===== config.mk =====
export PLATFORM = sky130hd
export DESIGN_NAME = early_merge_arb
export DESIGN_NICKNAME = d
export VERILOG_FILES = /design/src/rtl/early_merge_arb_pkg.sv /design/src/rtl/early_merge_arb_ts_skid2.sv /design/src/rtl/select_early_3b.sv /design/src/rtl/early_merge_arb.sv
export SDC_FILE = /design/constraint.sdc
export NUM_CORES = 1
export LEC_CHECK = 0
export CORE_ASPECT_RATIO = 1.4
export CORE_MARGIN = 5
export CORE_UTILIZATION = 25
export DETAILED_ROUTE_END_ITERATION = 7
export DONT_BUFFER_PORTS = 1
export PLACE_DENSITY = 0.42
export SETUP_SLACK_MARGIN = 0.15
export SYNTH_ARGS = -nofsm -noshare
export SYNTH_HDL_FRONTEND = slang
export SYNTH_SLANG_ARGS = --single-unit

===== constraint.sdc =====
create_clock -name clock -period 4.5 [get_ports clock]
set_input_delay 0.225 -clock clock [delete_from_list [all_inputs] [get_ports clock]]
set_output_delay 0.225 -clock clock [all_outputs]
set_load 0.02 [all_outputs]

===== src/rtl/early_merge_arb_pkg.sv =====
// rtl/early_merge_arb_pkg.sv - shared timestamp widths, flit type and due-check helper
package early_merge_arb_pkg;

  localparam int TS_W      = 3;
  localparam int TS_WINDOW = 4;
  localparam int FLIT_DW   = 32;

  typedef struct packed {
    logic [TS_W-1:0]    ts;
    logic [FLIT_DW-1:0] data;
  } flit_t;

  // A flit is due once cur_ts has caught up with it, i.e. it lies at most
  // TS_WINDOW-1 steps behind cur_ts on the wrap-around clock.
  function automatic logic ts_due(input logic [TS_W-1:0] cur, input logic [TS_W-1:0] t);
    logic [TS_W-1:0] d;
    d = cur - t;
    return d < TS_W'(TS_WINDOW);
  endfunction

endpackage


===== src/rtl/early_merge_arb_ts_skid2.sv =====
// rtl/early_merge_arb_ts_skid2.sv - 2-entry {ts, data} output buffer with registered head
module ts_skid2
  import early_merge_arb_pkg::*;
#(
  parameter int DW = 32
) (
  input  logic            clock,
  input  logic            reset,
  input  logic            push,
  input  logic [TS_W-1:0] push_ts,
  input  logic [DW-1:0]   push_data,
  input  logic            pop,
  output logic [1:0]      cnt,
  output logic [TS_W-1:0] head_ts,
  output logic [DW-1:0]   head_data
);

  logic [TS_W-1:0] tail_ts;
  logic [DW-1:0]   tail_data;
  logic            do_pop;

  assign do_pop = pop & (cnt != 2'd0);

  // Head/tail shuffle; push with pop at count 1 writes the new flit straight
  // into the head, at count 2 the tail moves up and the new flit takes its place.
  always_ff @(posedge clock) begin
    if (reset) begin
      cnt       <= 2'd0;
      head_ts   <= '0;
      head_data <= '0;
      tail_ts   <= '0;
      tail_data <= '0;
    end else begin
      case (cnt)
        2'd0: begin
          if (push) begin
            head_ts   <= push_ts;
            head_data <= push_data;
            cnt       <= 2'd1;
          end
        end
        2'd1: begin
          if (push && do_pop) begin
            head_ts   <= push_ts;
            head_data <= push_data;
          end else if (push) begin
            tail_ts   <= push_ts;
            tail_data <= push_data;
            cnt       <= 2'd2;
          end else if (do_pop) begin
            cnt <= 2'd0;
          end
        end
        default: begin
          if (do_pop) begin
            head_ts   <= tail_ts;
            head_data <= tail_data;
            if (push) begin
              tail_ts   <= push_ts;
              tail_data <= push_data;
            end else begin
              cnt <= 2'd1;
            end
          end
        end
      endcase
    end
  end

endmodule


===== src/rtl/select_early_3b.sv =====
// rtl/select_early_3b.sv - picks the earliest valid lane by 3-bit wrap-around timestamp
module select_early_3b #(
  parameter int N  = 2,
  parameter int SW = $clog2(N)
) (
  input  logic [3*N-1:0] ts,
  input  logic [N-1:0]   valid,
  output logic [SW-1:0]  sel,
  output logic           sel_valid
);

  logic [2:0] best_ts;
  logic [2:0] cand;

  // a strictly precedes b when b is 1..3 steps ahead of a on the wrap-around clock
  function automatic logic earlier(input logic [2:0] a, input logic [2:0] b);
    logic [2:0] d;
    d = b - a;
    return (d != 3'd0) && (d < 3'd4);
  endfunction

  // Fold over lanes in index order; a later lane replaces the current best
  // only when strictly earlier, so ties resolve to the lower index.
  always_comb begin
    sel       = '0;
    sel_valid = 1'b0;
    best_ts   = '0;
    cand      = '0;
    for (int i = 0; i < N; i++) begin
      cand = ts[3*i +: 3];
      if (valid[i] && (!sel_valid || earlier(cand, best_ts))) begin
        sel       = SW'(i);
        sel_valid = 1'b1;
        best_ts   = cand;
      end
    end
  end

endmodule


===== src/rtl/early_merge_arb.sv =====
// rtl/early_merge_arb.sv - time-ordered N-to-1 flit merger with due check and 2-entry output buffer
module early_merge_arb
  import early_merge_arb_pkg::*;
#(
  parameter int N  = 2,
  parameter int DW = 32
) (
  input  logic             clock,
  input  logic             reset,
  input  logic [TS_W-1:0]  cur_ts,
  input  logic [N*DW-1:0]  in_data,
  input  logic [TS_W*N-1:0] in_ts,
  input  logic [N-1:0]     in_valid,
  output logic [N-1:0]     in_ready,
  output logic [DW-1:0]    out_data,
  output logic [TS_W-1:0]  out_ts,
  output logic             out_valid,
  input  logic             out_ready,
  output logic [15:0]      fwd_count
);

  localparam int SW = $clog2(N);

  logic [SW-1:0]     lo;
  logic [TS_W*N-1:0] masked_ts;
  logic [SW-1:0]     sel;
  logic              sel_valid;
  logic [TS_W-1:0]   t_sel;
  logic              due;
  logic              pop;
  logic              acc;
  logic [1:0]        cnt;

  // Lowest valid lane; its timestamp stands in for every invalid lane.
  always_comb begin
    lo = '0;
    for (int i = N - 1; i >= 0; i--) begin
      if (in_valid[i]) lo = SW'(i);
    end
  end

  // Invalid lanes mirror lane lo so every subtree minimum is over valid lanes only.
  always_comb begin
    masked_ts = '0;
    for (int i = 0; i < N; i++) begin
      masked_ts[TS_W*i +: TS_W] = in_valid[i] ? in_ts[TS_W*i +: TS_W]
                                              : in_ts[TS_W*int'(lo) +: TS_W];
    end
  end

  select_early_3b #(.N(N), .SW(SW)) u_sel (
    .ts        (masked_ts),
    .valid     (in_valid),
    .sel       (sel),
    .sel_valid (sel_valid)
  );

  assign t_sel     = in_ts[TS_W*int'(sel) +: TS_W];
  assign due       = ts_due(cur_ts, t_sel);
  assign out_valid = (cnt != 2'd0);
  assign pop       = out_valid & out_ready;
  assign acc       = ~reset & sel_valid & due & ((cnt < 2'd2) | pop);
  assign in_ready  = acc ? (N'(1) << sel) : '0;

  ts_skid2 #(.DW(DW)) u_buf (
    .clock     (clock),
    .reset     (reset),
    .push      (acc),
    .push_ts   (t_sel),
    .push_data (in_data[DW*int'(sel) +: DW]),
    .pop       (pop),
    .cnt       (cnt),
    .head_ts   (out_ts),
    .head_data (out_data)
  );

  // Saturating count of flits taken from the input lanes.
  always_ff @(posedge clock) begin
    if (reset) begin
      fwd_count <= 16'd0;
    end else if (acc && (fwd_count != 16'hFFFF)) begin
      fwd_count <= fwd_count + 16'd1;
    end
  end

endmodule


==> impl_metrics.yaml <==
critical_path:
  crit_family: "compound AO/OA/AOI/OAI gates"
  cp-end-kind: "output port"
  cp_cell_sequence: "and2_1 > ha_1 > nor2b_4 > o31a_1 > a31oi_4 > mux2i_1 > ha_1 > nand2_1 > a2111oi_2 > a21oi_1 > a22oi_2 > and3b_2 > o21ai_4 > buf_4 > nor3_1 > buf_4"
  worst_setup_path_start_kind: "input port"
  crit_path_start: "in_ts[1]"
  regToRegStartpoint: "u_buf.cnt[1]$_SDFFE_PP0P_"
  required_ps: 4280
  arrival_ps: 3790
  cp.depth: 16
  r2r_cells: 4
  cp.buffers_inverters: 2
  max_stage_delay_ps: 380
  critPathMaxFanout: 17
  critical_path_class: "in -> out"
  slowest_stage: "a2111oi_2"
layout:
  fillCellCount: 1909
  area.growth.synth_to_final_pct: 13.43
  final_cells: 738
  multi_input_area_um2: 2485
  nets: 579
  n_antenna_cell: 0
  utilization_pct: 28.90
  seq_area_um2: 1763
  post-route-cell-area_um2: 5030
  drive_above_1_share_pct: 7.769
die:
  io_pins: 132
  dieArea_um2: 20540
  rows: 57
  core_um2: 17400
  start_util_pct: 25.48
  die_width_um: 122.6
  die_h_um: 167.6
sta:
  finClkSkew_ps: 4.044
  tns_ps: 0
  slew_headroom_pct: 31.30
  finalCritPeriodShare_pct: 89.27
  worst_pin_slew_ps: 1028
  hold_slack_ps: 68.63
  hold_viol_final: 0
  drv_slew: 0
  rsz0062_at_grt: "no"
  fmax_ghz: 0.2489
  setup_ws_ps: 482.8
  setup_viol_count_final: 0
  period_needed_ps: 4017
synthesis:
  synth_edf_count: 0
  synth_area_um2: 4434
  synth.distinct_cells: 53
  ys_seq_elements: 88
  netlist_instances: 524
  syn_nets: 606
  yosysWarnings: 0
  ys_async_sr_fraction_pct: 0
  ys_seq_area_share_pct: 39.73
  syn_area_per_cell_um2: 8.462
  ys.flop_type: "dfxtp_1"
power:
  switching_share_pct: 29.73
  switchingPower_mw: 0.6415
  vdd_drop_max_mv: 0.1466
  p_comb_share_pct: 17.5
  power_frac_seq_pct: 42.8
  p_per_area_nw_per_um2: 429.0
  design_power_total_mw: 2.158
  power_frac_clock_pct: 39.7
  internal_power_mw: 1.516
  total_leakage_power_nw: 1.679
min_path:
  hp-start: "out_ready"
  hp-class: "in -> reg"
  hold_depth: 2
drt:
  wl_per_cell_um: 18.17
  drc: 0
  viasPerCell: 5.229
  first_iter_violations: 210
  final_antenna_net_count: 0
  routed_wirelength_um: 13410
  dr.pass1.iters: 4
  via_count: 3859
global_route:
  gr-total-overflow: 0
  grt_usage_pct: 13.23
  grt_max_degree: 78
  grt_pass1_wl_um: 21250
  antenna_found_initial: 0
  top_usage_layer: "met2"
  first_global_vias: 3880
  met3_usage_pct: 2.800
  use_met2_pct: 22.57
  use_met1_pct: 15.88
clock_network:
  cts_tree: "yes"
  cts_sinks: 88
  htreeDepth: 3
  cts_made_buffers: 9
  clk_latency_ps: 350
  cts_root_buf: "clkbuf_16"
  clockBufferDepth: 2
  clk_pin_slew_worst_paths_ps: 60
place:
  portBuffers: 0
  hpwl_um: 8550
  placed_cells_incl_taps: 721
  dp_slack_ps: 274.7
  placed_area_um2: 4652
  gp_congestion: 0.7861
outcome:
  status: "complete, no violations"
flow_run:
  maxCapViolations: 0
-- sequential cells by signal, indices dropped and copies added (netlist names) --
name	flops
u_buf.cnt	2
u_buf.head_ts	3
u_buf.tail_ts	3
u_buf.head_data	32
fwd_count	16
u_buf.tail_data	32
-- worst register-to-register path: stages (launching register included) --
cell and delay (ps):
dfxtp_2 1000, o22a_1 300, nor2b_4 850, nand3b_1 180, a31oi_1 210
-- kinds of logic (layout without fill, tap and decap cells) --
kind of cell               Yosys count  in the layout  synth area share, %
DFF                                 88             88                39.73
adders and majority gates            4              4                1.129
AOI/OAI and AO/OA                  115            115                18.45
buffers and inverters               56             34                5.418
muxes                               41             41                9.396
and+or+nand+nor                    219            219                25.68
xor gates and xnor gates             1              1               0.1976
-- synth_stat cells, drive strengths merged, types with 6 or more instances --
cell / number / area share, %
dfxtp: 88 / 40
nand2: 51 / 4.3
nor2: 46 / 3.9
nand3: 45 / 5.1
a31oi: 39 / 5.5
mux2i: 36 / 8.1
a211oi: 34 / 5.8
nand3b: 33 / 5.6
buf: 24 / 2.7
clkbuf: 24 / 2.0
a21oi: 10 / 1.1
inv: 8 / 0.68
nor2b: 8 / 1.3
o21ai: 8 / 0.99
or4: 7 / 1.2
nor3: 6 / 0.68
-- final cells by class --
| cell class | count | share of cell area (%) |
|---|---|---|
| tap | 236 | 5.871 |
| multi-input combinational | 380 | 49.40 |
| sequential | 88 | 35.05 |
| clock buffer | 10 | 4.552 |
| clock inverter | 6 | 2.139 |
| timing repair buffer | 10 | 2.388 |
| inverter | 8 | 0.5970 |
-- cells in the final DEF, fill, tap and decap left out, types with 2 or more instances in the layout --
master	n
dfxtp_1	87
nand2_1	51
nor2_1	45
nand3_1	45
a31oi_1	38
mux2i_1	36
a211oi_1	34
nand3b_1	33
a21oi_1	10
clkbuf_16	9
inv_1	8
or4_1	7
buf_4	7
nor2b_1	6
nor3_1	6
o21ai_1	5
and3_1	5
o311ai_1	5
or3_1	4
mux2_1	4
o31ai_1	4
ha_1	4
nand4_1	3
nor4_1	3
bufinv_16	3
o21ai_0	2
nor2b_4	2
nand2b_1	2
o41ai_1	2
clkinv_2	2
buf_12	2
-- worst paths after layout --
kind	to	slack (ps)
max	in_ready[1]	480
min	u_buf.head_data[20]$_SDFFE_PP0P_	70
max reg2reg	u_buf.head_data[31]$_SDFFE_PP0P_	1890
min reg2reg	u_buf.head_ts[0]$_SDFFE_PP0P_	490
-- what timing repair did --
| action | 4_1_cts | 5_1_grt |
|---|---|---|
| resized for setup | 0 | 3 |
| hold buffers | 1 | 0 |
| hold endpoints to repair | 77 | 0 |
| buffers inserted | 0 | 0 |
| endpoints found under the setup margin | 0 | 2 |
-- power groups by stage --
| stage | logic [mW] | clock network, mW | registers (mW) |
|---|---|---|---|
| 4_1_cts | 0.383 | 0.889 | 0.927 |
| 5_1_grt | 0.418 | 0.916 | 0.932 |
| 2_1_floorplan | 0.292 | 0 | 0.919 |
| 3_5_place_dp | 0.367 | 0 | 0.944 |
| 6_report | 0.378 | 0.855 | 0.924 |
| 3_3_place_gp | 0.360 | 0 | 0.943 |
-- per-layer routing --
metal | vias to the layer above | wire length, um
li1 | 1874 | -
met1 | 1842 | 5734
met2 | 126 | 6651
met3 | 17 | 758
met4 | 0 | 265
met5 | - | 0
Power figures use the tool's default switching activity.
